### src/rtl/iscas_vector_sequencer.sv
// iscas_vector_sequencer
//
// Applies stored stimulus vectors one at a time to a combinational ISCAS85
// benchmark core (default sizing: c432, 36 inputs / 7 outputs). For each
// vector it holds dut_in for SETTLE_CYCLES edges, captures dut_out and emits
// one result word on a valid/ready stream.
//
// Optional feature: define SEQ_SIGNATURE_EN to build an OUT_WIDTH-bit
// rotate-XOR MISR over the captured outputs on sig_out. Without the macro,
// sig_out is tied to 0.
//
// Ports:
//   clk, rst_n          rising-edge clock, synchronous active-low reset
//   load_we/addr/data   vector memory write (only honoured in IDLE/DONE)
//   start, vec_count    begin a run of vec_count vectors (IDLE/DONE only)
//   dut_in              registered stimulus to the core (MSB = N1)
//   dut_out             core outputs (MSB = N223)
//   res_valid/ready     result stream handshake
//   res_data, res_index captured outputs and the vector index they belong to
//   busy                high while a run is in progress
//   done                sticky completion flag, cleared by the next run start
//   sig_out             output signature (0 unless SEQ_SIGNATURE_EN)
module iscas_vector_sequencer #(
  parameter int VEC_WIDTH     = 36,
  parameter int OUT_WIDTH     = 7,
  parameter int VEC_DEPTH     = 32,
  parameter int ADDR_W        = 5,
  parameter int SETTLE_CYCLES = 2
) (
  input  logic                 clk,
  input  logic                 rst_n,
  input  logic                 load_we,
  input  logic [ADDR_W-1:0]    load_addr,
  input  logic [VEC_WIDTH-1:0] load_data,
  input  logic                 start,
  input  logic [ADDR_W:0]      vec_count,
  output logic [VEC_WIDTH-1:0] dut_in,
  input  logic [OUT_WIDTH-1:0] dut_out,
  output logic                 res_valid,
  input  logic                 res_ready,
  output logic [OUT_WIDTH-1:0] res_data,
  output logic [ADDR_W-1:0]    res_index,
  output logic                 busy,
  output logic                 done,
  output logic [OUT_WIDTH-1:0] sig_out
);

  typedef enum logic [2:0] {
    S_IDLE,
    S_APPLY,
    S_SETTLE,
    S_CAPTURE,
    S_EMIT,
    S_DONE
  } state_t;

  localparam logic [ADDR_W:0] DEPTH_L     = (ADDR_W+1)'(VEC_DEPTH);
  localparam logic [7:0]      SETTLE_LAST = 8'(SETTLE_CYCLES - 1);

  state_t                 state;
  logic [VEC_WIDTH-1:0]   mem [VEC_DEPTH];
  logic [ADDR_W-1:0]      idx;
  logic [ADDR_W-1:0]      last_idx;
  logic [7:0]             settle_cnt;
  logic                   idle_like;
  logic [ADDR_W:0]        eff_count;

  assign idle_like = (state == S_IDLE) || (state == S_DONE);
  assign eff_count = (vec_count > DEPTH_L) ? DEPTH_L : vec_count;

  // Memory is never reset; writes outside the populated depth are dropped.
  // A write coinciding with start lands here before APPLY reads it.
  always_ff @(posedge clk) begin
    if (rst_n && idle_like && load_we && ({1'b0, load_addr} < DEPTH_L)) begin
      mem[load_addr] <= load_data;
    end
  end

  always_ff @(posedge clk) begin
    if (!rst_n) begin
      state      <= S_IDLE;
      dut_in     <= '0;
      res_valid  <= 1'b0;
      res_data   <= '0;
      res_index  <= '0;
      busy       <= 1'b0;
      done       <= 1'b0;
      idx        <= '0;
      last_idx   <= '0;
      settle_cnt <= '0;
    end else begin
      case (state)
        S_IDLE, S_DONE: begin
          if (start) begin
            if (vec_count == '0) begin
              state <= S_DONE;
              done  <= 1'b1;
            end else begin
              // Keep the last index rather than the count so the EMIT
              // comparison stays ADDR_W wide.
              last_idx <= ADDR_W'(eff_count - 1'b1);
              idx      <= '0;
              done     <= 1'b0;
              busy     <= 1'b1;
              state    <= S_APPLY;
            end
          end
        end
        S_APPLY: begin
          dut_in     <= mem[idx];
          settle_cnt <= '0;
          state      <= S_SETTLE;
        end
        S_SETTLE: begin
          settle_cnt <= settle_cnt + 8'd1;
          if (settle_cnt == SETTLE_LAST) begin
            state <= S_CAPTURE;
          end
        end
        S_CAPTURE: begin
          res_data  <= dut_out;
          res_index <= idx;
          res_valid <= 1'b1;
          state     <= S_EMIT;
        end
        S_EMIT: begin
          if (res_ready) begin
            res_valid <= 1'b0;
            if (idx == last_idx) begin
              state <= S_DONE;
              done  <= 1'b1;
              busy  <= 1'b0;
            end else begin
              idx   <= idx + 1'b1;
              state <= S_APPLY;
            end
          end
        end
        default: begin
          state <= S_IDLE;
          busy  <= 1'b0;
        end
      endcase
    end
  end

`ifdef SEQ_SIGNATURE_EN
  logic [OUT_WIDTH-1:0] sig;

  always_ff @(posedge clk) begin
    if (!rst_n) begin
      sig <= '0;
    end else if (idle_like && start) begin
      sig <= '0;
    end else if (state == S_CAPTURE) begin
      sig <= {sig[OUT_WIDTH-2:0], sig[OUT_WIDTH-1]} ^ dut_out;
    end
  end

  assign sig_out = sig;
`else
  assign sig_out = '0;
`endif

endmodule

### config.mk
export PLATFORM = sky130hd
export DESIGN_NAME = iscas_vector_sequencer
export DESIGN_NICKNAME = d
export VERILOG_FILES = /design/src/rtl/iscas_vector_sequencer.sv
export SDC_FILE = /design/constraint.sdc
export NUM_CORES = 1
export LEC_CHECK = 0
export BUFFER_PORTS_ARGS = -buffer_cell sky130_fd_sc_hd__buf_2
export CORE_ASPECT_RATIO = 1.75
export CORE_UTILIZATION = 62
export DETAILED_ROUTE_END_ITERATION = 12
export PLACE_DENSITY = 0.78
export SLEW_MARGIN = 5
export SYNTH_ARGS = -nofsm -noshare
export SYNTH_HDL_FRONTEND = slang
export SYNTH_SLANG_ARGS = --single-unit
### constraint.sdc
create_clock -name clk -period 5.2 [get_ports clk]
set_clock_uncertainty 0.05 [all_clocks]
set_input_delay 0 -clock clk [delete_from_list [all_inputs] [get_ports clk]]
set_output_delay 0 -clock clk [all_outputs]
set_load 0.005 [all_outputs]
==> reports/metrics.cfg, run 1 <==
[floorplanning]
rows = 133
die_area_um2 = 77720
die_x_um = 211.2
ios = 117
coreArea_um2 = 75380
start_util_pct = 62.98
die_h_um = 368.1

[timing]
tns_ps = 0
period_needed_ps = 3993
rsz0062_at_grt = no
post-route-worst-setup-slack_ps = 1207
maxSlewHeadroom_pct = 9.779
worst_pin_slew_ps = 1350
period_share_pct = 76.79
slew_viol_final = 0
setup_viol = 0
fmax_mhz = 250.4
hold_viol = 0

[worst_setup_path]
cp_max_fo = 35
crit_type = register to register
cp.required_ps = 5470
endpoint_kind = register
worstRegToRegCells = 7
arrival_ps = 4260
start_kind = register

[clocking]
cts_resized = 0
cts-root-buf = clkbuf_16
cts_tree = built
cts_num_sinks = 1224
path_clk_slew_ps = 70
holdBufCountCts = 62
numCtsBuffers = 102
clock_latency_ps = 710
post_cts_buffers = 0
clk_path_buf_depth = 3
h-tree-depth = 3

[synth]
synth_top_family_by_area = multiplexers
synth-compound-area-share_pct = 5.079
synth_area_leader_cell = edfxtp_1
synthMuxAreaShare_pct = 14.37
synth_cell_type_count = 54
synth_top_area_share_pct = 72.87
ys_ff_latch = 1224
ys_top_cells_by_area = edfxtp_1 (73%), mux4_2 (9.2%), mux2i_1 (4.6%), dfxtp_1 (3.0%), o22ai_1 (1.3%)
synthFlopType = edfxtp_1
synth_edf_count = 1152
synth_adder_area_share_pct = 0.1054
synth_area_um2 = 47470
synthSimpleGateAreaFrac_pct = 2.804
seq_area_frac_synth_pct = 75.91
syn_avg_cell_area_um2 = 19.03
async_reset_ff_share_pct = 0
syn_inst = 2495
yosys_warnings = 0
synth-xor-area-share_pct = 0.1476

[cells_and_area]
nets = 2726
final_area_um2 = 53440
area.growth.synth_to_final_pct = 12.56
nFillCells = 4435
utilization_pct = 70.89
drive_above_1_share_pct = 21.34

[power_and_ir_drop]
p_clk_share_pct = 37.3
p_sw_mw = 5.278
power_density_nw_per_um2 = 405.8
power.leakage_nw = 16.24
seqPwrFrac_pct = 51.6
p_int_mw = 16.41
vdd_drop_max_mv = 0.3406
swShare_pct = 24.34
p_comb_share_pct = 11.1

[routing]
drt_iter0_markers = 3175
wl_per_cell_um = 34.19
post-route-drc-count = 0
via_per_inst = 6.818
drt_wl_total_um = 128500
drtAntennaViolNets = 0
first_pass_iters = 6
vias = 25630

[grt]
grt_pass1_vias = 25840
grt-ovfl-total = 0
grt_max_degree = 87
grt_first_pass_wirelength_um = 181300
antenna_found_initial = 1
grt_use_total_pct = 33.81

[min_path]
hold_depth = 4
min_path_type = input port to register

[place]
dp_worst_setup_slack_ps = 1380
port_buffers = 109
routabilityCongestion = 0.9315
hpwl_um = 77780
place_area_um2 = 49220

[flow_run]
drv_cap = 0

[status]
status = finished clean

area by class of cell:
| type | count | area, µm² | area share [%] |
|---|---|---|---|
| Inverter | 5 | 18.77 | 0.03512 |
| Sequential cell | 1224 | 36050 | 67.46 |
| Timing Repair Buffer | 219 | 1624 | 3.039 |
| Tap cell | 1012 | 1266 | 2.370 |
| Clock inverter | 74 | 872.1 | 1.632 |
| Clock buffer | 113 | 2636 | 4.933 |
| Multi-Input combinational cell | 1111 | 10970 | 20.52 |
| Antenna cell | 1 | 2.502 | 0.004683 |
synth_stat cells (all sizes together) (12+ instances only):
cell and n:
edfxtp 1152, a22oi 23, nor2b 54, o31ai 40, a21oi 66, clkbuf 65
a211oi 50, o21ai 68, mux4 194, dfxtp 72, o22ai 98, mux2i 217
nor2 56, nand2 109, a21boi 12, mux2 25, buf 96
critical path, cell delays in order (launching register included):
cell and delay [ps]:
dfxtp_1 640, nor2b_1 170, nor3_1 650, and4b_1 490
nand3_1 240, dlygate4sd3_1 670, nor2_4 140, buf_4 540
logic make-up (layout without fill, tap and decap cells):
logic type	Yosys count	count (layout)
xor+xnor	8	8
mux	436	436
buf+inv	166	411
compound gates	379	379
fa+ha+maj	4	4
flops	1224	1224
other cells	1	8
simple gates	277	277
power by group through the flow:
stage	logic, mW	registers [mW]	clock network, mW
2_1_floorplan	1.49	11.2	0
3_3_place_gp	2.27	11.4	0
3_5_place_dp	2.32	11.4	0
4_1_cts	2.38	11.2	8.11
5_1_grt	2.51	11.2	8.47
6_report	2.41	11.2	8.08
final timing paths:
| path | startpoint | to | slack, ps |
|---|---|---|---|
| min | dut_out[6] | res_data[6] | 50 |
| max reg2reg | state[2] | mem[11][12] | 1210 |
| min reg2reg | res_index[3] | res_index[3] | 400 |
| max | state[2] | mem[11][12] | 1210 |
per-stage QoR:
stage	power, mW	hold WS [ps]	cells
6_report	21.68	47.52	3759
5_1_grt	22.17	54.90	3758
4_1_cts	21.68	1.673	3755
3_5_place_dp	13.71	202.1	3506
3_3_place_gp	13.66	189.9	3506
2_1_floorplan	12.73	48.87	2501
layout by cell type (no fill, tap or decap), types with 4 or more instances in the layout:
master	Yosys	final
dfxtp_1	72	68
conb_1	1	7
a21oi_1	66	66
clkinvlp_4	0	14
nor2b_1	54	53
xnor2_1	8	8
a22oi_1	23	23
clkinv_4	0	6
clkinv_2	0	14
o32ai_1	11	11
edfxtp_1	1152	1152
ha_1	4	4
o22ai_1	98	98
o31ai_1	40	40
nand2_1	109	107
clkinv_1	0	15
nand2b_1	10	7
inv_1	5	4
inv_6	0	7
clkbuf_1	65	9
mux2_2	25	25
mux4_2	194	194
buf_4	10	42
dfxtp_4	0	4
o21ai_0	43	43
a21boi_0	12	12
clkbuf_16	0	104
dlygate4sd3_1	0	62
o21ai_1	25	25
nor3_1	11	9
nor2_4	0	30
bufinv_16	0	17
buf_2	71	109
nand3_1	8	8
mux2i_1	217	217
a211oi_1	50	50
nor2_1	56	26
layer usage:
metal,part of all wire (%),track usage [%],up-vias
met5,0,0,-
met4,8.4,24.53,0
met3,8.6,5.365,400
met2,51,56.60,1647
met1,32,39.67,13100
li1,-,-,10480
flip-flops by register name, summed over array words and instances, names as in the netlist:
signal	cells
busy	1
res_data	7
settle_cnt	8
res_index	5
mem	1152
dut_in	36
state	3
done	1
res_valid	1
idx	5
last_idx	5
Power figures use the tool's default switching activity.
==> run 2, diff against run 1 <==
==> constraint.sdc (replaced) <==
create_clock -name clk -period 4.03 [get_ports clk]
set_clock_uncertainty 0.05 [all_clocks]
set_input_delay 0 -clock clk [delete_from_list [all_inputs] [get_ports clk]]
set_output_delay 0 -clock clk [all_outputs]
set_load 0.005 [all_outputs]
==> run 2 against run 1 <==
Net effect: core utilization rose by 0.40 points; sequential share of layout area decreased by 0.38 points; register-to-register slack got worse by 730 ps; fmax grew 13%; total power grew 27%; design area grew 0.57%; wire length fell by 6.3%; sequential power is 29% higher; first-iteration DRC count increased by 6.8%; worst setup slack got worse by 730 ps; count of clock-buffer cells in the layout rose by 11.
==> reports/metrics.cfg, run 2 (synthesis results as in run 1) <==
[status]
status = finished clean

[cells_and_area]
drive_above_1_share_pct = 21.63
register_area_um2 = 36050
nets = 2753
final_common_cell = edfxtp_1
nFillCells = 4419
final_cell_mix = edfxtp_1 (1152), mux2i_1 (217), mux4_2 (194), buf_2 (109), nand2_1 (107)
largestRegisters = mem: 1152 flops, dut_in: 36 flops, settle_cnt: 8 flops
regMostFlops = mem
area.growth.synth_to_final_pct = 13.20
multi_input_area_um2 = 10980
largest_reg_flops = 1152
final_area_um2 = 53740

[routing]
post-route-drc-count = 0
drtAntennaViolNets = 0
drt_iter0_markers = 3392
vias = 25620
wl_per_cell_um = 31.80
via_per_inst = 6.764
drt_wl_total_um = 120500
first_pass_iters = 9

[worst_setup_path]
ff2ff_setup_slack_ps = 480
cp_max_fo = 23
crit_type = register to register
arrival_ps = 3880
endpoint = mem[23][6]
worstRegToRegCells = 6
endpoint_kind = register
startpoint = state[2]
r2r-end = mem[23][6]
rr_startpoint = state[2]
start_kind = register
cp.required_ps = 4360

[floorplanning]
die_h_um = 368.1
rows = 133
coreArea_um2 = 75380
start_util_pct = 62.98
die_area_um2 = 77720
ios = 117
die_x_um = 211.2

[clocking]
post_cts_buffers = 0
cts_num_sinks = 1224
numCtsBuffers = 99
clock_latency_ps = 690
holdBufCountCts = 60
h-tree-depth = 3
cts_resized = 0
cts-root-buf = clkbuf_16
clk_path_buf_depth = 3
cts_tree = built
path_clk_slew_ps = 70

[timing]
tns_ps = 0
hold_viol = 0
worst_pin_slew_ps = 1275
period_needed_ps = 3549
setup_viol = 0
slew_viol_final = 0
fmax_mhz = 281.8
period_share_pct = 88.05
maxSlewHeadroom_pct = 14.89
rsz0062_at_grt = no

[place]
routabilityCongestion = 0.9045
port_buffers = 109
hpwl_um = 73860
place_area_um2 = 49760

[power_and_ir_drop]
power_density_nw_per_um2 = 514.4
vdd_drop_max_mv = 0.4538
power.leakage_nw = 16.42

[grt]
grt_first_pass_wirelength_um = 175200
grt_use_total_pct = 31.94
grt_pass1_vias = 25970
grt_max_degree = 93
grt-ovfl-total = 0
antenna_found_initial = 5

[min_path]
hold_depth = 4
min-delay-start = dut_out[5]
min_path_type = input port to register

[flow_run]
drv_cap = 0

[run 2: changes by cell type in the layout (fill, tap and decap cells not counted), moves of 4 or more]
cell	change
buf_12	+21
buf_4	+14
clkbuf_1	+11
clkinv_1	+6
clkinv_2	+4
clkinv_4	-5
clkinvlp_4	-13
inv_6	-5
[run 2: power by group]
part	internal (mW)	leakage [nW]	switching [mW]
clock network	5.71	1.65	4.40
logic	1.25	3.81	1.83
registers	14.1	10.9	0.338
total	21.1	16.4	6.57
[run 2: worst max-delay path, cell delays in order (launching register included)]
cell and delay [ps]:
dfxtp_1 630, nor2b_1 180, nor3_1 520, and4_1 470, nand3_1 460, nor2_4 620, buf_12 260
[run 2: cell type report]
class / instances / share of cell area, %
timing repair buffer: 249 / 3.809
clock inverter: 61 / 1.339
clock buffer: 124 / 4.940
sequential: 1224 / 67.08
inverter: 5 / 0.03492
antenna: 2 / 0.009313
multi-input combinational: 1111 / 20.43
tap: 1012 / 2.356
[run 2: metal layers]
metal	global-route usage, %	wire length (µm)	part of all wire, %	vias to the layer above
li1	-	-	-	10520
met1	41.86	41780	35	13050
met2	52.77	60790	50	1754
met3	5.570	12530	10	299
met4	14.16	5350	4.4	4
met5	0	16	0.013	-
[run 2: per-stage QoR]
step,hold WS (ps),setup slack (ps),total power [mW],cells,util [%]
floorplan,48.87,642.3,16.43,2501,-
global placement,191.9,695.9,17.58,3541,66.01
detailed placement,199.2,607.0,17.67,3541,66.01
CTS,6.574,570.9,27.65,3786,71.28
global route,63.40,367.7,28.31,3787,71.29
finish,46.01,481.4,27.65,3788,71.29
[run 2: worst min-delay path by stage]
stage	slack [ps]	end
2_1_floorplan	50	mem[0][0]
3_3_place_gp	190	res_data[6]
3_5_place_dp	200	res_data[5]
4_1_cts	7	res_data[5]
5_1_grt	60	res_data[5]
6_report	50	res_data[5]
